==> config.mk <==
export PLATFORM = sky130hd
export DESIGN_NAME = puertos_de_entrada
export DESIGN_NICKNAME = d
export VERILOG_FILES = /design/src/rtl/puertos_pkg.sv /design/src/rtl/sincroniza_flanco.sv /design/src/rtl/puertos_de_entrada.sv
export SDC_FILE = /design/constraint.sdc
export NUM_CORES = 1
export LEC_CHECK = 0
export ABC_AREA = 1
export CAP_MARGIN = 10
export CELL_PAD_IN_SITES_DETAIL_PLACEMENT = 1
export CELL_PAD_IN_SITES_GLOBAL_PLACEMENT = 1
export CORE_MARGIN = 10
export CORE_UTILIZATION = 25
export CTS_CLUSTER_DIAMETER = 80
export CTS_CLUSTER_SIZE = 20
export DETAILED_ROUTE_END_ITERATION = 10
export GPL_TIMING_DRIVEN = 0
export PLACE_DENSITY_LB_ADDON = 0.08
export REMOVE_ABC_BUFFERS = 1
export SYNTH_ARGS = -nofsm -noshare
export SYNTH_HDL_FRONTEND = slang
export SYNTH_SLANG_ARGS = --single-unit
==> constraint.sdc <==
create_clock -name clk -period 8.9 [get_ports clk]
set_input_delay 1.78 -clock clk [delete_from_list [all_inputs] [get_ports clk]]
set_output_delay 1.78 -clock clk [all_outputs]
set_load 0.01 [all_outputs]
==> src/rtl/puertos_pkg.sv <==
// Shared constants for the PicoBlaze input-port block: port addresses and
// status-register bit positions.
package puertos_pkg;

  localparam logic [7:0] PUERTO_ESTADO      = 8'h01;
  localparam logic [7:0] PUERTO_DATO        = 8'h02;
  localparam logic [7:0] PUERTO_EVENTO      = 8'h04;
  localparam logic [7:0] PUERTO_BOTONES     = 8'h05;
  localparam logic [7:0] PUERTO_BUFFER_BASE = 8'h10;

  // Bit positions inside ESTADO
  localparam int EST_INICIO  = 0;
  localparam int EST_ESCRIBE = 1;
  localparam int EST_LEE     = 2;
  localparam int EST_W       = 3;

endpackage

==> src/rtl/sincroniza_flanco.sv <==
// Two-flop synchronizer for one asynchronous button level, followed by an
// extra register so a single-cycle pulse marks each synchronized rising edge.
module sincroniza_flanco (
  input  logic clk,
  input  logic reset,
  input  logic async_i,
  output logic nivel_o,
  output logic flanco_o
);

  logic meta_q;
  logic sinc_q;
  logic previo_q;

  // Synchronizer chain plus one delayed copy for edge detection
  always_ff @(posedge clk or posedge reset) begin
    if (reset) begin
      meta_q   <= 1'b0;
      sinc_q   <= 1'b0;
      previo_q <= 1'b0;
    end else begin
      meta_q   <= async_i;
      sinc_q   <= meta_q;
      previo_q <= sinc_q;
    end
  end

  assign nivel_o  = sinc_q;
  assign flanco_o = sinc_q & ~previo_q;

endmodule

==> src/rtl/puertos_de_entrada.sv <==
// Read-side port decoder for PicoBlaze: muxes peripheral data onto In_Port,
// keeps sticky clear-on-read status/button flags, buffers the bytes of the
// RTC read sequence and drives the interrupt request.
module puertos_de_entrada
  import puertos_pkg::*;
#(
  parameter int         N_REGISTROS = 9,
  parameter int         N_BOTONES   = 5,
  parameter logic [7:0] INT_MASK    = 8'h07
) (
  input  logic                 clk,
  input  logic                 reset,
  input  logic                 Read_Strobe,
  input  logic [7:0]           Port_ID,
  output logic [7:0]           In_Port,
  input  logic                 fin_inicio,
  input  logic                 fin_escribe,
  input  logic                 fin_lee,
  input  logic [7:0]           DATO_LEIDO,
  input  logic                 dato_valido,
  input  logic [3:0]           secuencia_lectura,
  input  logic [N_BOTONES-1:0] botones,
  output logic                 interrupt,
  input  logic                 interrupt_ack
);

  logic [N_BOTONES-1:0] nivel;
  logic [N_BOTONES-1:0] flanco;

  logic [EST_W-1:0]     estado_q, estado_d, estado_set;
  logic [N_BOTONES-1:0] evento_q, evento_d;
  logic [7:0]           dato_ultimo_q;
  logic [7:0]           buffer_q [N_REGISTROS];
  logic [7:0]           in_port_q, in_port_d;
  logic                 interrupt_q, interrupt_d;
  logic                 nuevo_evento;

  genvar g;
  generate
    for (g = 0; g < N_BOTONES; g++) begin : g_boton
      sincroniza_flanco u_sinc (
        .clk      (clk),
        .reset    (reset),
        .async_i  (botones[g]),
        .nivel_o  (nivel[g]),
        .flanco_o (flanco[g])
      );
    end
  endgenerate

  // Flag next-state: a set in the same cycle as a read-clear survives
  always_comb begin
    estado_set = '0;
    estado_set[EST_INICIO]  = fin_inicio;
    estado_set[EST_ESCRIBE] = fin_escribe;
    estado_set[EST_LEE]     = fin_lee;

    estado_d = estado_q;
    if (Read_Strobe && (Port_ID == PUERTO_ESTADO)) estado_d = '0;
    estado_d = estado_d | estado_set;

    evento_d = evento_q;
    if (Read_Strobe && (Port_ID == PUERTO_EVENTO)) evento_d = '0;
    evento_d = evento_d | flanco;

    nuevo_evento = (|(estado_set & INT_MASK[EST_W-1:0])) | (|flanco);
    interrupt_d  = nuevo_evento | (interrupt_q & ~interrupt_ack);
  end

  // Read multiplexer; unmapped addresses return zero
  always_comb begin
    in_port_d = 8'h00;
    case (Port_ID)
      PUERTO_ESTADO:  in_port_d = 8'(estado_q);
      PUERTO_DATO:    in_port_d = dato_ultimo_q;
      PUERTO_EVENTO:  in_port_d = 8'(evento_q);
      PUERTO_BOTONES: in_port_d = 8'(nivel);
      default: begin
        for (int i = 0; i < N_REGISTROS; i++) begin
          if (Port_ID == (PUERTO_BUFFER_BASE + 8'(i))) in_port_d = buffer_q[i];
        end
      end
    endcase
  end

  // Control registers: flags, interrupt request and registered read data
  always_ff @(posedge clk or posedge reset) begin
    if (reset) begin
      estado_q    <= '0;
      evento_q    <= '0;
      interrupt_q <= 1'b0;
      in_port_q   <= 8'h00;
    end else begin
      estado_q    <= estado_d;
      evento_q    <= evento_d;
      interrupt_q <= interrupt_d;
      in_port_q   <= in_port_d;
    end
  end

  // RTC read buffer; out-of-range indices only update the last-byte register
  always_ff @(posedge clk or posedge reset) begin
    if (reset) begin
      dato_ultimo_q <= 8'h00;
      for (int i = 0; i < N_REGISTROS; i++) buffer_q[i] <= 8'h00;
    end else if (dato_valido) begin
      dato_ultimo_q <= DATO_LEIDO;
      for (int i = 0; i < N_REGISTROS; i++) begin
        if (secuencia_lectura == 4'(i)) buffer_q[i] <= DATO_LEIDO;
      end
    end
  end

  assign In_Port   = in_port_q;
  assign interrupt = interrupt_q;

endmodule

# --- Word-level counts from Yosys, hierarchy flattened ---
# Index checks and enable logic that the tools add are counted.
# W data, S select, Z words.
totals:
  ff_bits: 112
  inputBits: 33
  elab_cells: 92
classes:
  n_eq_ne: 21
  n_mux: 12
  bitwise_logic: 16
  reduce_logical: 14
op_table:
  columns: ["cell", "n"]
  rows:
  - ["$eq A8 B5 Y1 const B", 9]
  - ["$mux W8", 9]
  - ["$pmux W8 S4", 1]
  - ["$reduce_and A2 Y1", 9]
  - ["$eq A4 B3 Y1 const B", 4]
  - ["$eq A8 B3 Y1 const B", 2]
  - ["$eq A4 B2 Y1 const B", 2]
  - ["$eq A8 B1 Y1 const B", 1]
  - ["$eq A8 B2 Y1 const B", 1]
  - ["$and A1 B1 Y1", 6]
  - ["$not A1 Y1", 6]
  - ["$mux W5", 1]
  - ["$or A5 B5 Y5", 1]
  - ["$reduce_or A5 Y1", 1]
  - ["$eq A4 B1 Y1 const B", 1]
  - ["$eq A4 B4 Y1 const B", 1]
  - ["$logic_not A4 Y1", 1]
  - ["$mux W3", 1]
  - ["$or A3 B3 Y3", 1]
  - ["$reduce_or A3 Y1", 1]
  - ["$logic_and A1 B1 Y1", 2]
  - ["$or A1 B1 Y1", 2]

# --- Logic depth before layout (Yosys ltp) ---
# Gate-level depths: netlist (run 1).
logic_depth:
  depth_word: 11
  ltp_mapped: 11
  depth_no_buf: 9

# --- Modules after synthesis ---
# A second synthesis (run 1) with hierarchy kept.
hier_totals:
  hier_cells: 550
  hier_area_um2: 4767.1
by_module_without_submodules:
  columns: ["module", "n_inst", "cells_per_inst", "area_each_um2", "seq_area_each_um2"]
  rows:
  - ["puertos_de_entrada", 1, 520, 4322.9, 2427.3]
  - ["sincroniza_flanco", 5, 6, 88.8, 75.1]

# --- Worst setup path before layout (run 1) ---
# OpenSTA, ideal clock, no wires.
synth_timing:
  path_type: "in2reg"
  from: "input port dato_valido"
  to: "register buffer_q[18] (netlist name)"
  setup_time_ps: 126
  arrival_time_ps: 2662
  required_time_ps: 8774
  slack_ps: 6112
  stages: 7
  path_buffers: 2
  path_cell_list: "buf_4 -> inv_4 -> nor3_4 -> inv_2 -> nor3_4 -> buf_6 -> o21ai_0"
synth_via:
  elab_chain_len: 1
synth_rtl:
  columns: ["element", "line", "source"]
  rows:
  - ["start: declaration", "puertos_de_entrada.sv:20", "input logic dato_valido,"]
  - ["$reduce_and A2 Y1 (no line)", null, null]
  - ["end signal: indexed assignment", "puertos_de_entrada.sv:109", "if (secuencia_lectura == 4'(i)) buffer_q[i] <= DATO_LEIDO;"]
  - ["end: declaration", "puertos_de_entrada.sv:33", "logic [7:0] buffer_q [N_REGISTROS];"]
# No other way between the ends.
# A chain may end at the register's enable or synchronous reset.

# --- Final worst setup path (run 1) ---
layout_timing:
  from: "input port Port_ID[4]"
  to: "register in_port_q[4], in the netlist In_Port[4]"
layout_via:
  elab_chain_len: 11
  elab_cells_between_ends: 23
  cone_classes: "13 x eq/ne; 10 x mux"
layout_rtl:
  columns: ["element", "line", "source"]
  rows:
  - ["start: declaration", "puertos_de_entrada.sv:14", "input logic [7:0] Port_ID,"]
  - ["$eq A8 B5 Y1", "puertos_de_entrada.sv:80", "if (Port_ID == (PUERTO_BUFFER_BASE + 8'(i))) in_port_d = buffer_q[i];"]
  - ["$mux W8 (9 in a row)", "puertos_de_entrada.sv:80", null]
  - ["$pmux W8 S4 (*)", "puertos_de_entrada.sv:73", "case (Port_ID)"]
  - ["via in_port_d[4]", "puertos_de_entrada.sv:34", "logic [7:0] in_port_q, in_port_d;"]
  - ["end signal: assignment", "puertos_de_entrada.sv:97", "in_port_q <= in_port_d;"]
  - ["end: declaration", "puertos_de_entrada.sv:34", null]
# Mark *: on every way through the listed nets, which the timed path passes. The rest lies on a longest branch.

==> impl_metrics.env, run 1 <==
export IMPL_grt_use_met1=0.160
export IMPL_dp_slack_ps=4120
export IMPL_grt_busiest_layer="met2"
export IMPL_r2r_cells=6
export IMPL_yosys_warnings=0
export IMPL_place_area_um2=5410
export IMPL_min_to="g_boton[3].u_sinc.nivel_o"
export IMPL_finalWirelength_um=14200
export IMPL_via_count=3720
export IMPL_synth_edf_count=0
export IMPL_clkPwrFrac=0.351
export IMPL_powerDensity_nw_per_um2=202
export IMPL_gp_congestion=0.707
export IMPL_post_cts_setup_buffers=0
export IMPL_grt_util_met2=0.192
export IMPL_outcome="finished, final reports clean"
export IMPL_numCtsBuffers=9
export IMPL_ys_top_cells_by_count="130 x nand2_1, 112 x dfrtp_1, 73 x o21ai_0"
export IMPL_cts_path_max_buffers=2
export IMPL_r2r_start="buffer_q[71]"
export IMPL_fin_crit_sh=0.436
export IMPL_port_buffers=41
export IMPL_async_reset_ff_frac=1.00
export IMPL_slew_headroom=0.306
export IMPL_die_width_um=158
export IMPL_cp_arrival_ps=4170
export IMPL_leakagePower_nw=2.63
export IMPL_r2r_end="In_Port[7]"
export IMPL_grt_pass1_wl_um=23000
export IMPL_num_antenna_cells=0
export IMPL_fp_coreArea_um2=18700
export IMPL_die_h_um=158
export IMPL_clock_sinks=112
export IMPL_path_class="primary input to flip-flop"
export IMPL_syn_avg_cell_area_um2=8.77
export IMPL_p_sw_frac=0.274
export IMPL_io_pin_count=42
export IMPL_fin_crit_ps=3880
export IMPL_fmax_ghz=0.258
export IMPL_avgViaCountPerCell=4.53
export IMPL_synth_area_leaders="dfrtp_1 59%, nand2_1 10%, o21ai_0 7.7%"
export IMPL_worst_setup_path_start_kind="primary input"
export IMPL_syn_inst=543
export IMPL_setup_slack_ps=5020
export IMPL_gr_usage_met3=0.0274
export IMPL_n_fill_cell=2181
export IMPL_dr_first_iter_drc_count=233
export IMPL_drc_errors=0
export IMPL_ir_worst_vdd_uv=95.0
export IMPL_post_dp_hpwl_um=9980
export IMPL_setup_tns_ps=0
export IMPL_final_cell_area_um2=5730
export IMPL_drive_above_1_share=0.0561
export IMPL_antenna_found_initial=0
export IMPL_ys_types=24
export IMPL_synth_top_area_frac=0.589
export IMPL_gr_total_overflow=0
export IMPL_post_route_util=0.306
export IMPL_hp_class="flip-flop to flip-flop"
export IMPL_grt_pass1_vias=4016
export IMPL_clk_pin_slew_worst_paths_ps=80
export IMPL_cts_root_buffer="clkbuf_16"
export IMPL_yosysMostFrequentCell="nand2_1"
export IMPL_tritoncts="built"
export IMPL_maxCapViolations=0
export IMPL_internal_power_w=0.000841
export IMPL_hold_violations=0
export IMPL_maxSlewViolCount=0
export IMPL_htreeDepth=3
export IMPL_rows=50
export IMPL_setup_violations=0
export IMPL_ant_nets=0
export IMPL_cp_required_ps=9190
export IMPL_grt_max_degree=93
export IMPL_insertion_delay_ps=360
export IMPL_synth_seq_cells=112
export IMPL_nets=616
export IMPL_wl_per_cell_um=17.3
export IMPL_hold_depth=0
export IMPL_area_growth_pct=20.3
export IMPL_skew_ps=6.20
export IMPL_dr_pass1_iters=4
export IMPL_pwr_share_seq=0.538
export IMPL_min_from="g_boton[3].u_sinc.meta_q"
export IMPL_ys_seq_area_frac=0.589
export IMPL_pwr_share_comb=0.111
export IMPL_ctsResizeCount=0
export IMPL_yosysTopAreaCell="dfrtp_1"
export IMPL_initial_core_util=0.255
export IMPL_rsz0062_at_grt="false"
export IMPL_die_area_um2=25000
export IMPL_ff2ff_setup_slack_ps=7710
export IMPL_syn_area_um2=4760
export IMPL_grtUsageTotal=0.121
export IMPL_tightest_slew_ps=1030
export IMPL_ys_flop_type="dfrtp_1"
export IMPL_cp_end_kind="flip-flop"
export IMPL_critPathMaxFanout=20
export IMPL_hold_buffers=0
export IMPL_switchingPower_w=0.000318
==> critical path, cell delays in order <==
cell	delay (ps)
clkdlybuf4s50_1	480
nand2_1	70
nor2_2	460
buf_16	220
inv_1	70
nor4_2	770
nand2_1	150
nand4_1	150
==> cell families (layout without fill, tap and decap cells) <==
logic type      Yosys count  in the layout  share of synthesized area
buf+inv                  73            118                     0.0654
compound gates           98             98                      0.107
simple gates            260            260                      0.239
flops                   112            112                      0.589
==> cell usage in the layout (no fill, tap or decap), types with 3 or more instances in the layout <==
master	count
nand2_1	130
o21ai_0	73
inv_6	5
nor2_4	3
dfrtp_1	112
clkdlybuf4s50_1	41
inv_1	56
nor2_2	3
a21oi_1	17
o22ai_1	3
o21bai_1	3
nand4_1	21
nor2_1	66
nand3_1	30
clkbuf_16	9
==> sequential cells by signal (all words and copies together) (netlist names) <==
| name | flops |
|---|---|
| buffer_q | 72 |
| interrupt | 1 |
| g_boton.u_sinc.nivel_o | 5 |
| dato_ultimo_q | 8 |
| evento_q | 5 |
| estado_q | 3 |
| g_boton.u_sinc.previo_q | 5 |
| In_Port | 8 |
| g_boton.u_sinc.meta_q | 5 |
==> power groups by stage <==
stage          combinational [W]  sequential (W)  clock (W)
3_3_place_gp            0.000122        0.000632          0
5_1_grt                 0.000152        0.000634   0.000444
4_1_cts                 0.000132        0.000624   0.000425
3_5_place_dp            0.000131        0.000634          0
6_report                0.000128        0.000624   0.000407
2_1_floorplan          0.0000827        0.000624          0
==> metrics by stage <==
| stage | cells | total power (W) | hold WS (ps) |
|---|---|---|---|
| 2_1_floorplan | 529 | 0.000707 | 331 |
| 3_3_place_gp | 804 | 0.000754 | 334 |
| 3_5_place_dp | 805 | 0.000765 | 336 |
| 4_1_cts | 821 | 0.00118 | 355 |
| 5_1_grt | 822 | 0.00123 | 371 |
| 6_report | 822 | 0.00116 | 354 |
==> layout make-up <==
| class | instances | area, um2 | share of cell area |
|---|---|---|---|
| Multi-Input combinational cell | 358 | 1650 | 0.288 |
| Timing Repair Buffer | 43 | 465 | 0.0813 |
| Sequential cell | 112 | 2800 | 0.490 |
| Clock inverter | 6 | 50.0 | 0.00874 |
| Tap cell | 234 | 293 | 0.0511 |
| Inverter | 59 | 229 | 0.0400 |
| Clock buffer | 10 | 239 | 0.0417 |
==> routing by layer <==
metal | part of all wire | routed length [um]
met1 | 0.49 | 6950
met2 | 0.47 | 6660
met4 | 0.013 | 179
met3 | 0.032 | 455
met5 | 0 | 0
==> worst max path at each step <==
| stage | depth (start not counted) | end | startpoint |
|---|---|---|---|
| 2_1_floorplan | 1 | In_Port[0] | reset |
| 3_3_place_gp | 2 | In_Port[5] | reset |
| 3_5_place_dp | 7 | In_Port[3] | Port_ID[4] |
| 4_1_cts | 7 | In_Port[4] | Port_ID[4] |
| 5_1_grt | 10 | In_Port[5] | Port_ID[4] |
| 6_report | 8 | In_Port[4] | Port_ID[4] |
Power figures use the tool's default switching activity.
==> run 2: changes to the inputs <==
Clock period 8.9 ns to 3.8 ns, I/O delays scaled along.
==> results of run 2 <==
Same layout as run 1 (identical final DEF). Status: finished, final reports clean.
Among the figures that moved: setup slack after placement 4120 ps -> 35.4 ps; setup slack after layout 5020 ps -> 941 ps; register-to-register setup slack 7710 ps -> 2610 ps; total power 0.00116 W -> 0.00271 W; worst IR drop on VDD 95.0 uV -> 222 uV
==> run 3: changes to the inputs <==
Clock period 3.8 ns to 2.63 ns, I/O delays scaled along.
==> impl_metrics.env, run 3 (synthesis results as in run 1) <==
export IMPL_outcome="finished, final reports clean"
export IMPL_wl_per_cell_um=17.6
export IMPL_htreeDepth=3
export IMPL_numCtsBuffers=9
export IMPL_rsz0062_at_grt="false"
export IMPL_ant_nets=0
export IMPL_dr_max_layer_used="met4"
export IMPL_initial_core_util=0.255
export IMPL_cp_required_ps=2930
export IMPL_finalWirelength_um=14500
export IMPL_grt_max_degree=93
export IMPL_largest_reg_flops=72
export IMPL_nets=616
export IMPL_cp_arrival_ps=2610
export IMPL_leakagePower_nw=2.63
export IMPL_grt_pass1_wl_um=23000
export IMPL_maxCapViolations=0
export IMPL_hold_depth=0
export IMPL_die_width_um=158
export IMPL_dr_wl_met2_um=6760
export IMPL_r2r_start="buffer_q[71]"
export IMPL_clk_pin_slew_worst_paths_ps=80
export IMPL_ff_latch_area_um2=2800
export IMPL_grt_pass1_vias=4016
export IMPL_finalNonFillerCells=822
export IMPL_r2r_end="In_Port[7]"
export IMPL_cts_path_max_buffers=2
export IMPL_drive_above_1_share=0.0578
export IMPL_via_count=3743
export IMPL_port_buffers=41
export IMPL_holdWs_ps=354
export IMPL_dp_slack_ps=-901
export IMPL_io_pin_count=42
export IMPL_dr_first_iter_drc_count=224
export IMPL_cp_end_kind="flip-flop"
export IMPL_tritoncts="built"
export IMPL_fmax_ghz=0.432
export IMPL_ir_worst_vdd_uv=322
export IMPL_clock_sinks=112
export IMPL_multi_input_area_um2=1670
export IMPL_drc_errors=0
export IMPL_tightest_slew_ps=818
export IMPL_gr_total_overflow=0
export IMPL_grtUsageTotal=0.121
export IMPL_num_antenna_cells=0
export IMPL_regMostFlops="buffer_q"
export IMPL_path_class="primary input to flip-flop"
export IMPL_die_h_um=158
export IMPL_powerDensity_nw_per_um2=685
export IMPL_antenna_found_initial=0
export IMPL_ff2ff_setup_slack_ps=1440
export IMPL_avgViaCountPerCell=4.55
export IMPL_wl_met1_um=7130
export IMPL_post_dp_hpwl_um=9980
export IMPL_r2r_cells=6
export IMPL_insertion_delay_ps=360
export IMPL_fin_crit_ps=2320
export IMPL_layout_common_cells="130 x nand2_1, 112 x dfrtp_1, 73 x o21ai_0"
export IMPL_place_inst=805
export IMPL_rows=50
export IMPL_hold_violations=0
export IMPL_dr_pass1_iters=5
export IMPL_layout_commonest_cell="nand2_1"
export IMPL_min_from="g_boton[3].u_sinc.meta_q"
export IMPL_min_to="g_boton[3].u_sinc.nivel_o"
export IMPL_setup_slack_ps=314
export IMPL_critPathMaxFanout=15
export IMPL_fp_coreArea_um2=18700
export IMPL_route_met3_wl_um=405
export IMPL_area_growth_pct=20.2
export IMPL_setup_violations=0
export IMPL_die_area_um2=25000
export IMPL_hp_class="flip-flop to flip-flop"
export IMPL_worst_setup_path_start_kind="primary input"
export IMPL_gp_congestion=0.707
export IMPL_slew_headroom=0.452
export IMPL_fin_crit_sh=0.881
export IMPL_cts_root_buffer="clkbuf_16"
export IMPL_n_fill_cell=2179
export IMPL_maxSlewViolCount=0
export IMPL_skew_ps=5.84
==> run 3: cell types whose count changed in the layout (fill, tap and decap cells not counted) <==
cell,delta
dlymetal6s2s_1,+1
buf_16,-1
nor2_4,+1
nor2_1,-1
nor4_4,+1
nor2_2,+1
nor4_2,-1
clkdlybuf4s50_1,-1
==> run 3: worst max-delay path by stage <==
stage	from	end	slack, ps	depth (start not counted)
6_report	Port_ID[4]	In_Port[5]	310	9
5_1_grt	Port_ID[6]	In_Port[5]	130	10
4_1_cts	dato_valido	buffer_q[22]	70	6
3_5_place_dp	Port_ID[4]	In_Port[3]	-900	7
3_3_place_gp	reset	In_Port[5]	-2810	2
2_1_floorplan	reset	In_Port[0]	-860	1
==> run 3: cell type report <==
cell class	instances	area share
Multi-Input combinational cell	359	0.292
Clock inverter	6	0.00875
Sequential cell	112	0.490
Tap cell	234	0.0512
Clock buffer	10	0.0418
Inverter	59	0.0400
Timing Repair Buffer	42	0.0770
==> run 3: critical path: stages <==
cell,delay [ps]
clkdlybuf4s50_1,480
nand2_1,140
nor2_4,390
nand2_1,200
nor2_2,470
a21oi_1,100
nand4_1,130
nand2_1,90
nand3_1,90
==> run 3: power breakdown <==
| group | total, W | internal (W) | switching (W) |
|---|---|---|---|
| Sequential | 0.00211 | 0.00198 | 0.000126 |
| Clock | 0.00138 | 0.000684 | 0.000692 |
| Combinational | 0.000436 | 0.000176 | 0.000260 |
==> run 3: timing repair <==
action,in CTS,in global routing
pin swaps,0,1
gates resized for setup,3,1
hold buffers,0,0
endpoints found under the hold margin,0,0
gates cloned,0,1
endpoints found under the setup margin,8,25
buffers inserted,0,0
==> run 3: per-layer routing <==
layer / up-vias / global-route usage
met4: 0 / 0.0371
met2: 36 / 0.192
li1: 1834 / -
met1: 1865 / 0.160
met3: 8 / 0.0274
met5: - / 0
==> run 3: per-stage QoR <==
stage	power [W]	setup TNS, ps	instance area, um2	util
2_1_floorplan	0.00239	-95760	4670	-
3_3_place_gp	0.00255	-326000	5380	0.287
3_5_place_dp	0.00259	-15020	5410	0.289
4_1_cts	0.00400	0	5710	0.305
5_1_grt	0.00416	0	5720	0.306
6_report	0.00392	0	5720	0.306
